==> config.mk <==
export PLATFORM = sky130hd
export DESIGN_NAME = tile_color_pipeline
export DESIGN_NICKNAME = d
export VERILOG_FILES = /design/src/rtl/tile_color_pipeline.sv
export SDC_FILE = /design/constraint.sdc
export NUM_CORES = 1
export LEC_CHECK = 0
export ABC_CLOCK_PERIOD_IN_PS = 4300
export CAP_MARGIN = 20
export CORE_ASPECT_RATIO = 0.6
export CORE_MARGIN = 3
export CORE_UTILIZATION = 36
export DETAILED_ROUTE_END_ITERATION = 10
export GPL_TIMING_DRIVEN = 0
export PLACE_DENSITY = 0.62
export SLEW_MARGIN = 20
export SYNTH_ARGS = -nofsm -noshare
export SYNTH_HDL_FRONTEND = slang
export SYNTH_SLANG_ARGS = --single-unit
==> constraint.sdc <==
create_clock -name Clk -period 4.3 [get_ports Clk]
set_input_delay 1.075 -clock Clk [delete_from_list [all_inputs] [get_ports Clk]]
set_output_delay 1.075 -clock Clk [all_outputs]
set_load 0.01 [all_outputs]
==> src/rtl/tile_color_pipeline.sv <==
// ============================================================================
//  Module      : tile_color_pipeline
//  Description : Two-stage pipelined pixel colour resolver sitting between the
//                sprite/tile logic and the VGA output. Per pixel the colour is
//                chosen, in priority order, from: playfield window (outside is
//                black), sprite layers (index 0 highest priority), optional
//                grid overlay, and a writable 24-bit palette indexed by
//                blockID. Palette writes are buffered in a single-entry slot
//                and only land in the palette while vblank is high.
//
//  Ports       : Clk, Reset            clock, synchronous active-high reset
//                pix_valid             pixel inputs valid this cycle
//                DrawX, DrawY          pixel coordinates (10 bit each)
//                blockID               tile type at pixel (ID_W bits)
//                sprite_hit            per-layer hit flags (NUM_SPRITES bits)
//                sprite_rgb            per-layer colours, layer i at [24*i+:24]
//                vblank                vertical blanking flag
//                pal_wr_valid/ready    palette write handshake
//                pal_wr_addr/data      palette write entry and {R,G,B} value
//                out_valid             VGA_* carry a valid pixel
//                VGA_R, VGA_G, VGA_B   resolved colour, 2 cycles after input
//
//  Config      : define GRID_OVERLAY_EN to draw GRID_RGB grid lines every
//                TILE_SIZE pixels inside the window; undefined removes the
//                grid term entirely.
//
//  Revision    : 1.0 - initial release
// ============================================================================
`default_nettype none

module tile_color_pipeline #(
    parameter int          NUM_SPRITES = 2,
    parameter int          ID_W        = 3,
    parameter int          TILE_SIZE   = 40,
    parameter int          X_MIN       = 120,
    parameter int          X_MAX       = 520,
    parameter int          Y_MIN       = 40,
    parameter int          Y_MAX       = 440,
    parameter logic [23:0] GRID_RGB    = 24'hFF8000
) (
    input  logic                      Clk,
    input  logic                      Reset,
    input  logic                      pix_valid,
    input  logic [9:0]                DrawX,
    input  logic [9:0]                DrawY,
    input  logic [ID_W-1:0]           blockID,
    input  logic [NUM_SPRITES-1:0]    sprite_hit,
    input  logic [24*NUM_SPRITES-1:0] sprite_rgb,
    input  logic                      vblank,
    input  logic                      pal_wr_valid,
    output logic                      pal_wr_ready,
    input  logic [ID_W-1:0]           pal_wr_addr,
    input  logic [23:0]               pal_wr_data,
    output logic                      out_valid,
    output logic [7:0]                VGA_R,
    output logic [7:0]                VGA_G,
    output logic [7:0]                VGA_B
);

    localparam int         c_pal_depth = 2 ** ID_W;
    localparam logic [9:0] c_x_min     = 10'(X_MIN);
    localparam logic [9:0] c_x_max     = 10'(X_MAX);
    localparam logic [9:0] c_y_min     = 10'(Y_MIN);
    localparam logic [9:0] c_y_max     = 10'(Y_MAX);

    // Power-on palette contents; anything beyond the first eight is black.
    function automatic logic [23:0] f_pal_default(input int idx);
        case (idx)
            0:       f_pal_default = 24'h3F007F;
            1:       f_pal_default = 24'h5E3C21;
            2:       f_pal_default = 24'h9E4D0E;
            3:       f_pal_default = 24'hFFB700;
            4:       f_pal_default = 24'h22FF00;
            5:       f_pal_default = 24'h107500;
            6:       f_pal_default = 24'h22571A;
            7:       f_pal_default = 24'h75A66D;
            default: f_pal_default = 24'h000000;
        endcase
    endfunction

    // ------------------------------------------------------------------
    // Stage 1: window test, sprite priority encode, grid test
    // ------------------------------------------------------------------
    logic            w_win;
    logic            w_any_hit;
    logic [23:0]     w_sprite_rgb;

    assign w_win = (DrawX >= c_x_min) && (DrawX < c_x_max) &&
                   (DrawY >= c_y_min) && (DrawY < c_y_max);

    // Scan from the lowest-priority layer upward so the lowest hit index
    // is the last (winning) assignment.
    always_comb begin
        w_any_hit    = 1'b0;
        w_sprite_rgb = 24'h000000;
        for (int i = NUM_SPRITES - 1; i >= 0; i--) begin
            if (sprite_hit[i]) begin
                w_any_hit    = 1'b1;
                w_sprite_rgb = sprite_rgb[24*i +: 24];
            end
        end
    end

    logic            r_s1_valid;
    logic            r_s1_win;
    logic            r_s1_hit;
    logic [23:0]     r_s1_sprite_rgb;
    logic [ID_W-1:0] r_s1_id;
    logic [6:0]      r_s1_xdiv;

`ifdef GRID_OVERLAY_EN
    localparam logic [9:0] c_tile = 10'(TILE_SIZE);
    logic w_grid;
    logic r_s1_grid;

    assign w_grid = ((DrawX % c_tile) == 10'd0) || ((DrawY % c_tile) == 10'd0);

    always_ff @(posedge Clk) begin
        if (Reset) begin
            r_s1_grid <= 1'b0;
        end else begin
            r_s1_grid <= w_grid;
        end
    end
`else
    // Grid configuration has no effect in this build.
    logic w_unused_grid_cfg;
    assign w_unused_grid_cfg = (^GRID_RGB) ^ (TILE_SIZE != 0);
`endif

    always_ff @(posedge Clk) begin
        if (Reset) begin
            r_s1_valid      <= 1'b0;
            r_s1_win        <= 1'b0;
            r_s1_hit        <= 1'b0;
            r_s1_sprite_rgb <= 24'h000000;
            r_s1_id         <= '0;
            r_s1_xdiv       <= 7'd0;
        end else begin
            r_s1_valid      <= pix_valid;
            r_s1_win        <= w_win;
            r_s1_hit        <= w_any_hit;
            r_s1_sprite_rgb <= w_sprite_rgb;
            r_s1_id         <= blockID;
            r_s1_xdiv       <= DrawX[9:3];
        end
    end

    // ------------------------------------------------------------------
    // Palette and single-entry write buffer
    // ------------------------------------------------------------------
    logic [23:0]     r_pal [c_pal_depth];
    logic            r_pend;
    logic [ID_W-1:0] r_pend_addr;
    logic [23:0]     r_pend_data;

    // The slot is free whenever nothing is pending; a commit clears the
    // pending flag so ready returns on the cycle after the commit.
    assign pal_wr_ready = !r_pend;

    always_ff @(posedge Clk) begin
        if (Reset) begin
            r_pend      <= 1'b0;
            r_pend_addr <= '0;
            r_pend_data <= 24'h000000;
            for (int i = 0; i < c_pal_depth; i++) begin
                r_pal[i] <= f_pal_default(i);
            end
        end else begin
            if (r_pend && vblank) begin
                r_pal[r_pend_addr] <= r_pend_data;
                r_pend             <= 1'b0;
            end else if (pal_wr_valid && !r_pend) begin
                r_pend      <= 1'b1;
                r_pend_addr <= pal_wr_addr;
                r_pend_data <= pal_wr_data;
            end
        end
    end

    // ------------------------------------------------------------------
    // Stage 2: final colour select
    // ------------------------------------------------------------------
    logic [23:0] w_pal_rgb;
    logic [7:0]  w_xdiv_ext;
    logic [7:0]  w_blue_adj;
    logic [23:0] w_base_rgb;
    logic [23:0] w_color;

    assign w_pal_rgb  = r_pal[r_s1_id];
    assign w_xdiv_ext = {1'b0, r_s1_xdiv};

    // Entry 0 fades its blue channel across the screen; clamp at zero
    // instead of wrapping.
    assign w_blue_adj = (w_pal_rgb[7:0] >= w_xdiv_ext) ? (w_pal_rgb[7:0] - w_xdiv_ext)
                                                       : 8'h00;
    assign w_base_rgb = (r_s1_id == '0) ? {w_pal_rgb[23:8], w_blue_adj} : w_pal_rgb;

    always_comb begin
        w_color = w_base_rgb;
        if (!r_s1_win) begin
            w_color = 24'h000000;
        end else if (r_s1_hit) begin
            w_color = r_s1_sprite_rgb;
        end
`ifdef GRID_OVERLAY_EN
        else if (r_s1_grid) begin
            w_color = GRID_RGB;
        end
`endif
    end

    logic        r_out_valid;
    logic [23:0] r_out_rgb;

    // Colour holds its last value across invalid pixels.
    always_ff @(posedge Clk) begin
        if (Reset) begin
            r_out_valid <= 1'b0;
            r_out_rgb   <= 24'h000000;
        end else begin
            r_out_valid <= r_s1_valid;
            if (r_s1_valid) begin
                r_out_rgb <= w_color;
            end
        end
    end

    assign out_valid = r_out_valid;
    assign VGA_R     = r_out_rgb[23:16];
    assign VGA_G     = r_out_rgb[15:8];
    assign VGA_B     = r_out_rgb[7:0];

endmodule

`default_nettype wire

==> metrics.md, run 1 <==
| Metric | Value |
|---|---|
| Kind of path behind the tightest hold check | `flip-flop to flip-flop` |
| Num Clock Sinks | `282` |
| Mean routed wirelength per cell | `22.5 µm` |
| Outcome | `completed` |
| Post-Syn Nets | `1083` |
| Smallest hold slack | `0.453 ns` |
| Via count of the first global-routing pass | `8218` |
| Fraction of registers with async set/reset | `0` |
| Fmax | `241 MHz` |
| Detail-routed via count per cell | `5.26` |
| Starting DRC count in detailed routing | `851` |
| Clk Tree Root Cell | `clkbuf_16` |
| End point of the worst hold path | `r_out_rgb[16]$_SDFFE_PP0P_` |
| Routability cong. | `0.850` |
| Remaining global-route overflow | `0` |
| Fin util | `0.451` |
| Part of the cycle the worst path needs | `0.966` |
| Beginning of the worst register-to-register path | `r_s1_id[2]$_SDFF_PP0_` |
| Kind of start point of the critical path | `primary input` |
| RSZ-0062 raised after global routing | `no` |
| Number of failing hold endpoints at the final stage | `0` |
| Vert. Die Dim | `149 µm` |
| Number of top-level pins | `131` |
| Buffers inserted by post-CTS timing repair | `0` |
| Maximum number of pins on one net before global-route repair | `25` |
| R2r worst-path depth | `12` |
| Clock edge transition at the registers on the reported setup and hold paths | `0.06 ns` |
| Core region area | `33100 µm²` |
| Clock Latency Late Sink | `0.55 ns` |
| Placed insts | `1542` |
| Nets | `1234` |
| Total die area | `36600 µm²` |
| Quantity of I/O buffers inserted on ports | `123` |
| Post-DRT Antenna Nets | `0` |
| Netlist cell types | `53` |
| Share of final-layout standard cells stronger than drive strength 1 | `0.0983` |
| Crit Path Category | `primary input to flip-flop` |
| Type of element capturing the critical path | `flip-flop` |
| CTS-repair resized insts | `0` |
| PwrDens | `388 nW/µm²` |
| Synth Register Bits | `282` |
| WHS Path Cells | `2` |
| Initial cell density of the core | `0.373` |
| Arrival time of data at the critical path endpoint | `4.31 ns` |
| Power Total | `5.80 mW` |
| Worst Clk Skew | `0.0223 ns` |
| Total global-route track usage | `0.196` |
| Gate count of the mapped netlist | `969` |
| Count of yosys warnings during synthesis | `0` |
| Number of buffers added by the clock tree synthesis step | `26` |
| Actual slew at the worst max-slew pin | `0.944 ns` |
| Reg2Reg Capture Point | `r_out_rgb[3]$_SDFFE_PP0P_` |
| DRC violation count after routing | `0` |
| Headroom to the max-slew limit | `0.368` |
| TritonCTS clock tree | `done` |
| Post-Layout Cell Count | `1589` |
| Maximum fanout encountered on the critical timing path | `24` |
| Part of the Yosys area used for sequential elements | `0.613` |
| Number of antenna violations at the first check in global routing | `2` |
| DR pass1 iterations | `6` |
| Start point of the worst hold path | `r_out_rgb[16]$_SDFFE_PP0P_` |
| Placed wire-length estimate after detailed placement | `24800 µm` |
| Average size of a mapped cell | `12.7 µm²` |
| H-tree levels | `1` |
| Max IR drop VDD | `0.273 mV` |
| Sum of negative setup slack | `0 ns` |
| Synthesis-to-finish area growth | `21.0%` |
| Number of pins with negative max-slew slack in the final report | `0` |
| Final Setup Violations | `0` |
| Library cell with the largest summed area after synthesis | `edfxtp_1` |
| Top area cells in the synthesized netlist | `edfxtp_1 (47%), dfxtp_1 (15%), mux4_2 (7.3%)` |
| Fill cell count | `3008` |
| Max capacitance violation total | `0` |
| Total vias in the final route | `8355` |
| Synth Flop Type | `edfxtp_1` |
| Share of the synthesized area in the top cell type | `0.467` |
| Reg2reg setup slack | `0.17 ns` |
| Post-Synthesis Cell Area | `12300 µm²` |
| Post-placement worst setup slack | `-0.274 ns` |
| Setup ws final | `0.145 ns` |
| Crit path time final | `4.16 ns` |
| Die width | `245 µm` |
| Instance area at placement | `14100 µm²` |
| Commonest non-fill, non-tap cells in the layout | `edfxtp_1 (192), clkdlybuf4s50_1 (123), and2_1 (103)` |
| Most common library cell in the layout ignoring fill and taps | `edfxtp_1` |
| Diodes inserted | `0` |
| Final design area excluding fillers | `14900 µm²` |
| Required time of the critical path | `4.46 ns` |
| Leakage power figure | `4.81 nW` |
| Number of rows in the core area | `51` |
| CTS max path bufs | `3` |
| Number of flops mapped to enable cells by yosys | `192` |
| Hold-fix buffer count after cts | `0` |
| Wire length of the first global-routing pass | `53200 µm` |
| Routed wire length | `35800 µm` |
-- sequential cells by signal, summed over array words and instances, names as in the netlist --
name / flops
r_pend: 1
r_s1_id: 3
r_s1_xdiv: 7
r_out_rgb: 24
out_valid: 1
r_pend_data: 24
r_s1_win: 1
r_pend_addr: 3
r_s1_sprite_rgb: 24
r_s1_hit: 1
r_s1_valid: 1
r_pal: 192
-- worst max-delay path by stage --
| stage | startpoint | cells past startpoint | endpoint |
|---|---|---|---|
| 2_1_floorplan | r_s1_id[0]$_SDFF_PP0_ | 13 | r_out_rgb[0]$_SDFFE_PP0P_ |
| 3_3_place_gp | Reset | 5 | r_pal[1][18]$_SDFFCE_PN1P_ |
| 3_5_place_dp | Reset | 6 | r_pal[0][18]$_SDFFCE_PN1P_ |
| 4_1_cts | r_s1_id[2]$_SDFF_PP0_ | 12 | r_out_rgb[1]$_SDFFE_PP0P_ |
| 5_1_grt | r_s1_id[2]$_SDFF_PP0_ | 12 | r_out_rgb[0]$_SDFFE_PP0P_ |
| 6_report | Reset | 5 | r_pal[1][21]$_SDFFCE_PN0P_ |
-- logic make-up after synthesis --
family / synth area share
mux: 0.111
flops: 0.613
fa+ha+maj: 0.00973
simple gates: 0.173
xor+xnor: 0.00213
buf+inv: 0.0285
compound gates: 0.0626
-- routing by layer --
layer	up-vias	part of all wire	global-route usage
met5	-	0	0
met4	0	0.014	0.0313
met3	37	0.13	0.0654
met2	416	0.39	0.273
met1	4063	0.47	0.301
li1	3839	-	-
-- synthesized netlist by cell type (9+ instances only) --
master	n
dfxtp_1	90
or2_2	9
nand2_1	84
a21oi_1	55
and2_1	103
mux4_2	40
mux2i_1	19
a22oi_1	23
nor2_1	60
clkbuf_1	49
nor2b_1	17
or3_1	67
inv_1	12
nand2b_1	32
edfxtp_1	192
o21ai_0	21
-- worst max-delay path, stage by stage --
cell	delay [ns]
clkdlybuf4s50_1	0.64
nand4b_1	0.43
nor3_2	0.64
clkbuf_1	0.70
or2_2	0.81
-- report_power, final --
group          internal, mW  total [mW]  switching [mW]  leakage [nW]
clock network          1.20        2.21            1.00         0.393
logic                 0.245       0.572           0.327          1.99
registers              2.97        3.02          0.0529          2.43
total                  4.42        5.80            1.38          4.81
-- final cells by class --
class / count / area (µm²) / area share
flip-flops and latches: 282 / 7570 / 0.507
multi-input cells: 607 / 4430 / 0.296
repair buffers: 123 / 1230 / 0.0825
clock buffers: 38 / 748 / 0.0501
well taps: 450 / 563 / 0.0377
plain buffers: 68 / 307 / 0.0205
clock inverters: 9 / 45.0 / 0.00302
inverters: 12 / 45.0 / 0.00302
No activity file was read; power rests on OpenSTA's default activity.
==> run 2: changes to the inputs <==
- CTS_CLUSTER_SIZE: not set -> 8
==> metrics.md, run 2 (synthesis gave the netlist of run 1 again) <==
| Metric | Value |
|---|---|
| Mean routed wirelength per cell | `22.5 µm` |
| H-tree levels | `2` |
| CTS max path bufs | `3` |
| Required time of the critical path | `4.44 ns` |
| Final Setup Violations | `0` |
| WHS Path Cells | `2` |
| Kind of start point of the critical path | `primary input` |
| Number of failing hold endpoints at the final stage | `0` |
| Clock Latency Late Sink | `0.53 ns` |
| Quantity of I/O buffers inserted on ports | `123` |
| Crit path time final | `4.14 ns` |
| CTS-repair resized insts | `0` |
| Total vias in the final route | `8479` |
| Detail-routed via count per cell | `5.25` |
| DR pass1 iterations | `5` |
| Crit Path Category | `primary input to flip-flop` |
| Nets | `1249` |
| Sum of negative setup slack | `0 ns` |
| Most common library cell in the layout ignoring fill and taps | `edfxtp_1` |
| R2r worst-path depth | `12` |
| Die width | `245 µm` |
| DRC violation count after routing | `0` |
| Met1 capacity usage during global routing | `0.303` |
| Instance area at placement | `14100 µm²` |
| Placed wire-length estimate after detailed placement | `24800 µm` |
| Share of final-layout standard cells stronger than drive strength 1 | `0.102` |
| Type of element capturing the critical path | `flip-flop` |
| Post-placement worst setup slack | `-0.274 ns` |
| Via count of the first global-routing pass | `8379` |
| RSZ-0062 raised after global routing | `no` |
| Maximum number of pins on one net before global-route repair | `25` |
| Starting DRC count in detailed routing | `888` |
| Vert. Die Dim | `149 µm` |
| Area used by multi-input combinational logic | `4430 µm²` |
| Fmax | `242 MHz` |
| PwrDens | `431 nW/µm²` |
| Num Clock Sinks | `282` |
| Clock edge transition at the registers on the reported setup and hold paths | `0.05 ns` |
| Total global-route track usage | `0.201` |
| Clk Tree Root Cell | `clkbuf_16` |
| Max capacitance violation total | `0` |
| Headroom to the max-slew limit | `0.371` |
| Maximum fanout encountered on the critical timing path | `24` |
| Routed wire length | `36300 µm` |
| Number of top-level pins | `131` |
| Post-DRT Antenna Nets | `0` |
| Final design area excluding fillers | `15300 µm²` |
| Leakage power figure | `4.99 nW` |
| Arrival time of data at the critical path endpoint | `4.28 ns` |
| Reg2reg setup slack | `0.21 ns` |
| Fin util | `0.463` |
| Initial cell density of the core | `0.373` |
| Met2 Resource Use GR | `0.274` |
| Wire length of the first global-routing pass | `54000 µm` |
| Max reg flops | `192` |
| Kind of path behind the tightest hold check | `flip-flop to flip-flop` |
| Hold-fix buffer count after cts | `0` |
| Routability cong. | `0.850` |
| Number of antenna violations at the first check in global routing | `2` |
| Placed insts | `1542` |
| Fill cell count | `2946` |
| Synthesis-to-finish area growth | `24.3%` |
| Outcome | `completed` |
| Setup ws final | `0.161 ns` |
| Smallest hold slack | `0.450 ns` |
| Number of pins with negative max-slew slack in the final report | `0` |
| Number of buffers added by the clock tree synthesis step | `41` |
| Commonest non-fill, non-tap cells in the layout | `edfxtp_1 (192), clkdlybuf4s50_1 (123), and2_1 (103)` |
| Actual slew at the worst max-slew pin | `0.940 ns` |
| Post-Layout Cell Count | `1615` |
| Power Total | `6.60 mW` |
| TritonCTS clock tree | `done` |
| Sequential cell area | `7570 µm²` |
| Remaining global-route overflow | `0` |
| Max IR drop VDD | `0.272 mV` |
| Worst Clk Skew | `0.0195 ns` |
| Routing layer with the top usage in global route | `met1` |
| Biggest register | `r_pal` |
| Buffers inserted by post-CTS timing repair | `0` |
| Met3 routing resource usage after global routing | `0.0688` |
| Part of the cycle the worst path needs | `0.963` |
| Total die area | `36600 µm²` |
| Number of rows in the core area | `51` |
| Core region area | `33100 µm²` |
| Diodes inserted | `0` |
## run 2: cell types whose count changed in the layout (fill, tap and decap cells not counted), moves of 2 or more
cell       before  now
clkbuf_1       56   77
clkbuf_16      27   43
clkbuf_8        3    0
clkinv_1        2    0
clkinv_2        6    0
## run 2: layer usage
layer	share of wire	wire length, µm	vias to the layer above
li1	-	-	3888
met1	0.47	16900	4116
met2	0.39	14200	416
met3	0.12	4500	59
met4	0.019	677	0
met5	0	0	-
## run 2: report_power, final
part / total (mW) / switching, mW / internal [mW]
combinational: 0.572 / 0.327 / 0.245
sequential: 3.03 / 0.0534 / 2.97
clock: 3.00 / 1.15 / 1.85
## run 2: worst paths after layout
kind	from	endpoint
hold / removal	r_out_rgb[16]$_SDFFE_PP0P_	r_out_rgb[16]$_SDFFE_PP0P_
hold reg to reg	r_out_rgb[16]$_SDFFE_PP0P_	r_out_rgb[16]$_SDFFE_PP0P_
setup reg to reg	r_s1_id[2]$_SDFF_PP0_	r_out_rgb[1]$_SDFFE_PP0P_
setup / recovery	Reset	r_pal[1][21]$_SDFFCE_PN0P_
## run 2: worst max-delay path: stages
cell             delay, ns
clkdlybuf4s50_1       0.64
nand4b_1              0.41
nor3_2                0.61
clkbuf_1              0.71
or2_2                 0.82
## run 2: final cells by class
type,instances,share of cell area
Clock inverter,2,0.00114
Sequential cell,282,0.493
Multi-Input combinational cell,607,0.289
Timing Repair Buffer,123,0.0803
Clock buffer,71,0.0770
Buffer,68,0.0200
Inverter,12,0.00294
Tap cell,450,0.0367
